## config.mk

```make
export PLATFORM = sky130hd
export DESIGN_NAME = wb_trace_buffer
export DESIGN_NICKNAME = d
export VERILOG_FILES = /design/src/rtl/wb_trace_buffer_pkg.sv /design/src/rtl/sync_fifo_fwft.sv /design/src/rtl/wb_trace_buffer.sv
export SDC_FILE = /design/constraint.sdc
export NUM_CORES = 1
export LEC_CHECK = 0
export BUFFER_PORTS_ARGS = -buffer_cell sky130_fd_sc_hd__buf_2
export CELL_PAD_IN_SITES_DETAIL_PLACEMENT = 1
export CELL_PAD_IN_SITES_GLOBAL_PLACEMENT = 1
export CORE_MARGIN = 2
export CORE_UTILIZATION = 56
export CTS_BUF_LIST = sky130_fd_sc_hd__clkbuf_4
export DETAILED_ROUTE_END_ITERATION = 16
export PLACE_DENSITY = 0.9
export SLEW_MARGIN = 20
export SYNTH_ARGS = -nofsm -noshare
export SYNTH_HDL_FRONTEND = slang
export SYNTH_SLANG_ARGS = --single-unit
```

## constraint.sdc

```tcl
create_clock -name clk -period 9.3 [get_ports clk]
set_clock_uncertainty 0.2 [all_clocks]
set_input_delay 1.86 -clock clk [delete_from_list [all_inputs] [get_ports clk]]
set_output_delay 1.86 -clock clk [all_outputs]
set_load 0.02 [all_outputs]
```

## src/rtl/wb_trace_buffer_pkg.sv

```systemverilog
// Shared definitions for the write-back trace buffer: trace entry layout and push qualifier.
package wb_trace_buffer_pkg;

  localparam int TRACE_ENTRY_WD = 73;
  localparam int TR_PC_HI       = 72;
  localparam int TR_PC_LO       = 41;
  localparam int TR_WEN_HI      = 40;
  localparam int TR_WEN_LO      = 37;
  localparam int TR_WNUM_HI     = 36;
  localparam int TR_WNUM_LO     = 32;
  localparam int TR_WDATA_HI    = 31;
  localparam int TR_WDATA_LO    = 0;

  // A commit is an architectural register write when any byte is enabled, optionally excluding $0.
  function automatic logic is_trace_write(input logic       capture_en,
                                          input logic [3:0] wen,
                                          input logic [4:0] wnum,
                                          input logic       filter_r0);
    return capture_en & (|wen) & ~(filter_r0 & (wnum == 5'd0));
  endfunction

endpackage

```

## src/rtl/sync_fifo_fwft.sv

```systemverilog
// Synchronous first-word-fall-through FIFO with wrap-bit pointers and a synchronous flush.
module sync_fifo_fwft #(
  parameter  int WIDTH  = 8,
  parameter  int DEPTH  = 16,
  localparam int ADDR_W = $clog2(DEPTH)
) (
  input  logic              clk,
  input  logic              rst,
  input  logic              clear,
  input  logic              push,
  input  logic              pop,
  input  logic [WIDTH-1:0]  din,
  output logic [WIDTH-1:0]  dout,
  output logic              full,
  output logic              empty,
  output logic [ADDR_W:0]   level
);

  logic [WIDTH-1:0] r_mem [DEPTH];
  logic [ADDR_W:0]  r_wr_ptr;
  logic [ADDR_W:0]  r_rd_ptr;
  logic             w_push_ok;
  logic             w_pop_ok;

  assign empty = (r_wr_ptr == r_rd_ptr);
  assign full  = (r_wr_ptr[ADDR_W] != r_rd_ptr[ADDR_W]) &&
                 (r_wr_ptr[ADDR_W-1:0] == r_rd_ptr[ADDR_W-1:0]);
  assign level = r_wr_ptr - r_rd_ptr;

  // A full FIFO still takes a push when the head leaves in the same cycle.
  assign w_pop_ok  = pop & ~empty & ~clear;
  assign w_push_ok = push & (~full | w_pop_ok) & ~clear;

  // NOTE: non-blocking assignments on all clocked state so every register samples pre-edge values.
  always_ff @(posedge clk or negedge rst) begin
    if (!rst) begin
      r_wr_ptr <= '0;
      r_rd_ptr <= '0;
    end else if (clear) begin
      r_wr_ptr <= '0;
      r_rd_ptr <= '0;
    end else begin
      if (w_push_ok) r_wr_ptr <= r_wr_ptr + 1'b1;
      if (w_pop_ok)  r_rd_ptr <= r_rd_ptr + 1'b1;
    end
  end

  // NOTE: storage is deliberately not reset; the pointers alone decide which words are valid.
  always_ff @(posedge clk) begin
    if (w_push_ok) r_mem[r_wr_ptr[ADDR_W-1:0]] <= din;
  end

  assign dout = empty ? '0 : r_mem[r_rd_ptr[ADDR_W-1:0]];

endmodule

```

## src/rtl/wb_trace_buffer.sv

```systemverilog
// Records every committed register write from the write-back stage into a drainable trace FIFO.
module wb_trace_buffer
  import wb_trace_buffer_pkg::*;
#(
  parameter  int DEPTH     = 16,
  parameter  int DROP_W    = 16,
  parameter  bit FILTER_R0 = 1'b1,
  localparam int ADDR_W    = $clog2(DEPTH)
) (
  input  logic              clk,
  input  logic              rst,
  input  logic              clear,
  input  logic              capture_en,
  input  logic [31:0]       debug_wb_pc,
  input  logic [3:0]        debug_wb_rf_wen,
  input  logic [4:0]        debug_wb_rf_wnum,
  input  logic [31:0]       debug_wb_rf_wdata,
  output logic              trace_valid,
  input  logic              trace_ready,
  output logic [31:0]       trace_pc,
  output logic [3:0]        trace_wen,
  output logic [4:0]        trace_wnum,
  output logic [31:0]       trace_wdata,
  output logic [ADDR_W:0]   level,
  output logic              overflow,
  output logic [DROP_W-1:0] drop_cnt
);

  logic [TRACE_ENTRY_WD-1:0] w_din;
  logic [TRACE_ENTRY_WD-1:0] w_dout;
  logic                      w_push;
  logic                      w_pop;
  logic                      w_full;
  logic                      w_empty;
  logic                      w_drop;
  logic                      r_overflow;
  logic [DROP_W-1:0]         r_drop_cnt;

  assign w_push = is_trace_write(capture_en, debug_wb_rf_wen, debug_wb_rf_wnum, FILTER_R0);
  assign w_pop  = trace_valid & trace_ready;
  // clear wins over a simultaneous push, so a push lost to clear is never counted as a drop.
  assign w_drop = w_push & w_full & ~w_pop & ~clear;

  assign w_din[TR_PC_HI:TR_PC_LO]       = debug_wb_pc;
  assign w_din[TR_WEN_HI:TR_WEN_LO]     = debug_wb_rf_wen;
  assign w_din[TR_WNUM_HI:TR_WNUM_LO]   = debug_wb_rf_wnum;
  assign w_din[TR_WDATA_HI:TR_WDATA_LO] = debug_wb_rf_wdata;

  sync_fifo_fwft #(
    .WIDTH (TRACE_ENTRY_WD),
    .DEPTH (DEPTH)
  ) u_fifo (
    .clk   (clk),
    .rst   (rst),
    .clear (clear),
    .push  (w_push),
    .pop   (w_pop),
    .din   (w_din),
    .dout  (w_dout),
    .full  (w_full),
    .empty (w_empty),
    .level (level)
  );

  always_ff @(posedge clk or negedge rst) begin
    if (!rst) begin
      r_overflow <= 1'b0;
      r_drop_cnt <= '0;
    end else if (clear) begin
      r_overflow <= 1'b0;
      r_drop_cnt <= '0;
    end else if (w_drop) begin
      r_overflow <= 1'b1;
      if (r_drop_cnt != '1) r_drop_cnt <= r_drop_cnt + 1'b1;
    end
  end

  assign trace_valid = ~w_empty;
  assign trace_pc    = w_dout[TR_PC_HI:TR_PC_LO];
  assign trace_wen   = w_dout[TR_WEN_HI:TR_WEN_LO];
  assign trace_wnum  = w_dout[TR_WNUM_HI:TR_WNUM_LO];
  assign trace_wdata = w_dout[TR_WDATA_HI:TR_WDATA_LO];
  assign overflow    = r_overflow;
  assign drop_cnt    = r_drop_cnt;

endmodule

```

# Word-level counts from Yosys, hierarchy flattened
# Memory sizes are Yosys's and may differ from the RTL's.
# Cells that the tools add are included.
# word_totals
wordCells	49
output_inout_bits	96
mem_bits_ro	0
ramBits	1168
latchBits	0
mem_count	1
ff_bits	27
input_bits	78
# classes
mul	0
shift	0
div_mod_pow	0
bitwise	16
n_lt_le_gt_ge	0
addsub	4
eq_ne	4
n_reduce_logical	8
muxes	12
# memory_table
memory	depth	word_bits	read_ports	rd_ports_with_merged_regs	wr	line_no	text
u_fifo.r_mem	16	73	1	0	1	sync_fifo_fwft.sv:19	logic [WIDTH-1:0] r_mem [DEPTH];
# op_table
operator	count
two-way mux 73 bit	1
two-way mux 16 bit	3
two-way mux 5 bit	4
adder 16 x 1 -> 16 bit, second input constant	1
!= test 16 bit, second input constant	1
adder 5 x 1 -> 5 bit, second input constant	2
bitwise AND 1 bit	10
nonzero test 2 bit	4
== test 5 bit	1
logical NOT 5 bit	1
NOT 1 bit	5
subtractor 5 bit	1
== test 4 bit	1
two-way mux 1 bit	4
OR reduction 4 bit	1
AND reduction 2 bit	1
logical AND 1 bit	1
!= test 1 bit	1
OR 1 bit	1

# Depth between registers and ports, before layout
# depth
ltp_word	10
depth_mapped	12
ltp_nobuf	7

# Hierarchy
# A second synthesis with hierarchy kept.
# unflattened
hier_cells	2004
hier_area_um2	46221.8
# by_module_without_submodules
module	area_each_um2	cells_each	seq_area_each_um2	instances
sync_fifo_fwft	45109.5	1890	35323.9	1
wb_trace_buffer	1112.3	114	425.4	1

# Least setup slack after synthesis
# Ideal clock, no wire load.
# synth_timing
kind	input to register
start	in debug_wb_rf_wen[0]
end	mem u_fifo.r_mem[10][0] (netlist name), enable pin
path_buffers	0
setup_time_ns	0.505
setup_slack_ns	2.969
cell_stages	5
required_time_ns	8.595
t_arrival_ns	5.626
path_cell_list	or4_1 o211ai_1 nor2_1 nand3_1 nor2_1
# synth_via
elab_chain_cells	7
# synth_rtl
item	line_no	text
start, declared	wb_trace_buffer.sv:15	input logic [3:0] debug_wb_rf_wen,
OR reduction 4 bit	wb_trace_buffer_pkg.sv:19	return capture_en & (|wen) & ~(filter_r0 & (wnum == 5'd0));
bitwise AND 1 bit (2 in a row)	wb_trace_buffer_pkg.sv:19	
bitwise AND 1 bit (2 in a row)	sync_fifo_fwft.sv:32	assign w_push_ok = push & (~full | w_pop_ok) & ~clear;
two-way mux 1 bit	sync_fifo_fwft.sv:50	if (w_push_ok) r_mem[r_wr_ptr[ADDR_W-1:0]] <= din;
two-way mux 1 bit (not written as such)	sync_fifo_fwft.sv:50	
end, declared	sync_fifo_fwft.sv:19	
# Every way passes these cells.

# Final worst setup path
# layout_timing
start	reg u_fifo.r_rd_ptr[0]
end	out trace_wen[3]
# layout_via
elab_chain_cells	2
elab_cells_between_ends	3
cone_classes	1 x eq/ne; 1 x mux; 1 x memory
# layout_rtl
item	line_no	text
start, declared	sync_fifo_fwft.sv:21	logic [ADDR_W:0] r_rd_ptr;
start signal, assigned	sync_fifo_fwft.sv:44	if (w_pop_ok) r_rd_ptr <= r_rd_ptr + 1'b1;
memory read (16 x 73 bit) / == test 5 bit (equally long branches)	-	
two-way mux 73 bit (*)	sync_fifo_fwft.sv:53	assign dout = empty ? '0 : r_mem[r_rd_ptr[ADDR_W-1:0]];
end, declared	wb_trace_buffer.sv:21	output logic [3:0] trace_wen,
# Every way passes the cells marked *; elsewhere a longest branch is shown, timed or not.

==> flow_summary_export.csv <==
group,metric,value,unit
synth,synth.most_common_cell,"edfxtp_1",
synth,synth_common_cells,"edfxtp_1, mux4_2, mux2i_1, o22ai_1, clkbuf_1",
final_layout,drive_gt1_share,37.8,%
clocking,ctsHoldBuffers,0,
synth,yosys.area.top_type,"edfxtp_1",
setup_path,crit_type,"flop to output pin",
setup_path,reg2regPathDepth,8,
detailed_routing,ant_nets,0,
run_status,status,"finished clean",
setup_path,crit_arrival,5250,ps
global_route,grt_overflow,0,
detailed_routing,drc,0,
sta,period_minus_slack,7310,ps
setup_path,end_kind,"output pin",
floorplanning,die_w,290,um
detailed_routing,drt-total-wl,126000,um
synth,synth_edf_count,1168,
synth,syn_area,0.0457,mm2
final_layout,n_fill_cell,6704,
sta,hold_viol_final,0,
synth,synth-seq-cells,1195,
setup_path,regToRegEndpoint,"u_fifo.r_mem[8][20]",
pwr,leakagePower,17.5,nW
setup_path,cp_top_family,"buffers and inverters",
setup_path,worstSetupEndpoint,"trace_wen[3]",
clocking,cts.sinks,1195,
floorplanning,io_pins,174,
synth,postSynthAreaPerCell,23.1,um2
clocking,cts-root-buf,"clkbuf_4",
sta,rsz0062_at_grt,"false",
global_route,grt_first_pass_wirelength,179000,um
detailed_routing,viasPerCell,6.62,
setup_path,startpoint_type,"flop",
global_route,grt_max_degree,126,
floorplanning,dieArea,0.0840,mm2
setup_path,critical_path.cell_chain,"buf_4, buf_12, buf_16, mux4_2, mux2i_1, o22ai_1, buf_2",
flow_run,max_cap_viol_count,0,
place,portBuffers,173,
detailed_routing,vias,24100,
setup_path,path_depth,7,
setup_path,r2r_start,"u_fifo.r_rd_ptr[1]",
hold_path,hold_path_depth,2,
sta,setup_tns,0,ps
setup_path,worst-path-max-fanout,66,
pwr,ir_drop,130,uV
clocking,max-clock-path-buffers,4,
sta,setup_viol,0,
final_layout,areaGrowthSynthToFinish,12.6,%
synth,synthTopCellsByArea,"edfxtp_1, mux4_2, mux2i_1",
final_layout,fin_nets,2483,
synth,ys_async_sr_fraction,2.26,%
floorplanning,core,0.0807,mm2
sta,fin_crit_sh,78.6,%
floorplanning,rows,104,
sta,relSlewSlack,27.3,%
global_route,antenna_found_initial,15,
synth,syn_inst,1977,
setup_path,crit_path_max_incr_delay,970,ps
synth,synth_cell_type_count,39,
setup_path,crit_path_start,"u_fifo.r_rd_ptr[0]",
detailed_routing,drtIter0Drc,2931,
place,dp_hpwl,58000,um
clocking,cts_tree,"done",
global_route,grt_use_total,30.1,%
clocking,clkLatencyLatePin,1130,ps
synth,synth_top_cell_area_share,76.7,%
setup_path,crit_required,7240,ps
detailed_routing,dr.pass1.iters,7,
clocking,ctsResizeCount,0,
synth,ys_warn_count,0,
synth,syn_nets,2066,
place,gp_congestion,0.776,
synth,ys_seq_area_share,78.2,%
clocking,clk_pin_slew_worst_paths,60,ps
pwr,power_density,236,mW/mm2
synth,ys.flop_type,"edfxtp_1",
floorplanning,die_h,290,um
pwr,p_total,12.2,mW
detailed_routing,detail_route.wl_per_cell,34.6,um
floorplanning,start_util,56.7,%
sta,fmax,137,MHz
clocking,h-tree-depth,5,
global_route,grt_pass1_vias,26200,
setup_path,worst_path_max_delay_cell,"dfrtp_4",
setup_path,path_buf_inv,4,
hold_path,min_path_type,"flop to flop",
clocking,cts_made_buffers,309,
sta,finalMaxSlewViolations,0,
clocking,postCtsSetupBuffers,0,
sta,worst_pin_slew,1090,ps
setup_path,regToRegSetupSlack,4300,ps
tightest hold or removal path, delay by kind of cell (launching register included):
family | cells | cell delay, ps
and+or+nand+nor | 1 | 70
AOI/OAI and AO/OA | 1 | 50
DFF | 1 | 370
layer usage:
layer | vias up | wire [um] | GRT usage [%]
li1 | 9386 | - | -
met1 | 12700 | 45300 | 38.2
met2 | 1766 | 65700 | 49.5
met3 | 306 | 11000 | 7.32
met4 | 10 | 4070 | 14.0
met5 | - | 59 | 0
layout by cell type, fill, tap and decap left out, drive strengths merged, types with 3 or more instances in the layout:
cell type	synthesis	final
xor2	3	3
or3	7	7
inv	15	24
a21oi	17	17
mux2i	147	147
nor2b	4	4
o31ai	4	4
or4	8	8
buf	45	207
mux2	3	3
dfrtp	27	27
clkbuf	56	423
and2	13	13
mux4	292	292
diode	0	14
nand2	12	12
nand4	8	8
clkinv	0	52
nor2	22	22
o22ai	73	73
xnor2	9	9
nand3	10	10
ha	10	10
edfxtp	1168	1168
o21ai	9	9
bufinv	0	5
power by group:
part           internal [mW]  total, mW  switching (mW)  leakage (nW)
combinational          0.717       1.68           0.965          4.50
sequential              5.95       6.00          0.0529          10.9
clock                   2.23       4.48            2.26          2.16
cell families after synthesis:
logic type | synth area share [%]
xor+xnor | 0.230
buf+inv | 1.06
mux | 17.7
flops | 78.2
compound gates | 1.44
fa+ha+maj | 0.317
simple gates | 1.13
state kept, by name, summed over array words and instances, names as in the netlist:
name             flops
u_fifo.r_wr_ptr      5
drop_cnt            16
u_fifo.r_rd_ptr      5
overflow             1
u_fifo.r_mem      1168
worst min path at each step:
| stage | to | startpoint | slack, ps |
|---|---|---|---|
| 2_1_floorplan | u_fifo.r_rd_ptr[4] | u_fifo.r_rd_ptr[4] | 320 |
| 3_3_place_gp | overflow | overflow | 300 |
| 3_5_place_dp | overflow | overflow | 320 |
| 4_1_cts | overflow | overflow | 330 |
| 5_1_grt | overflow | overflow | 380 |
| 6_report | overflow | overflow | 330 |
final cells by class:
type                    count  area, um2  area share, %
diodes                     14       35.0         0.0680
inverters                  15       63.8          0.124
multi-input cells         666       9580           18.6
flip-flops and latches   1195      35800           69.4
well taps                1060       1330           2.57
clock inverters            67        402          0.780
clock buffers             423       3180           6.16
repair buffers            207       1180           2.29
metrics by stage:
stage / instance area [um2] / cells / util [%] / hold slack, ps / setup WS (ps)
floorplan: 45700 / 1977 / - / 325 / 2970
global placement: 47800 / 3141 / 59.3 / 303 / 3290
detailed placement: 47800 / 3141 / 59.3 / 318 / 3120
CTS: 51400 / 3631 / 63.7 / 334 / 1810
global route: 51500 / 3645 / 63.9 / 375 / 1510
finish: 51500 / 3647 / 63.9 / 326 / 1990
Note: power is estimated with default switching activity, not from simulation.
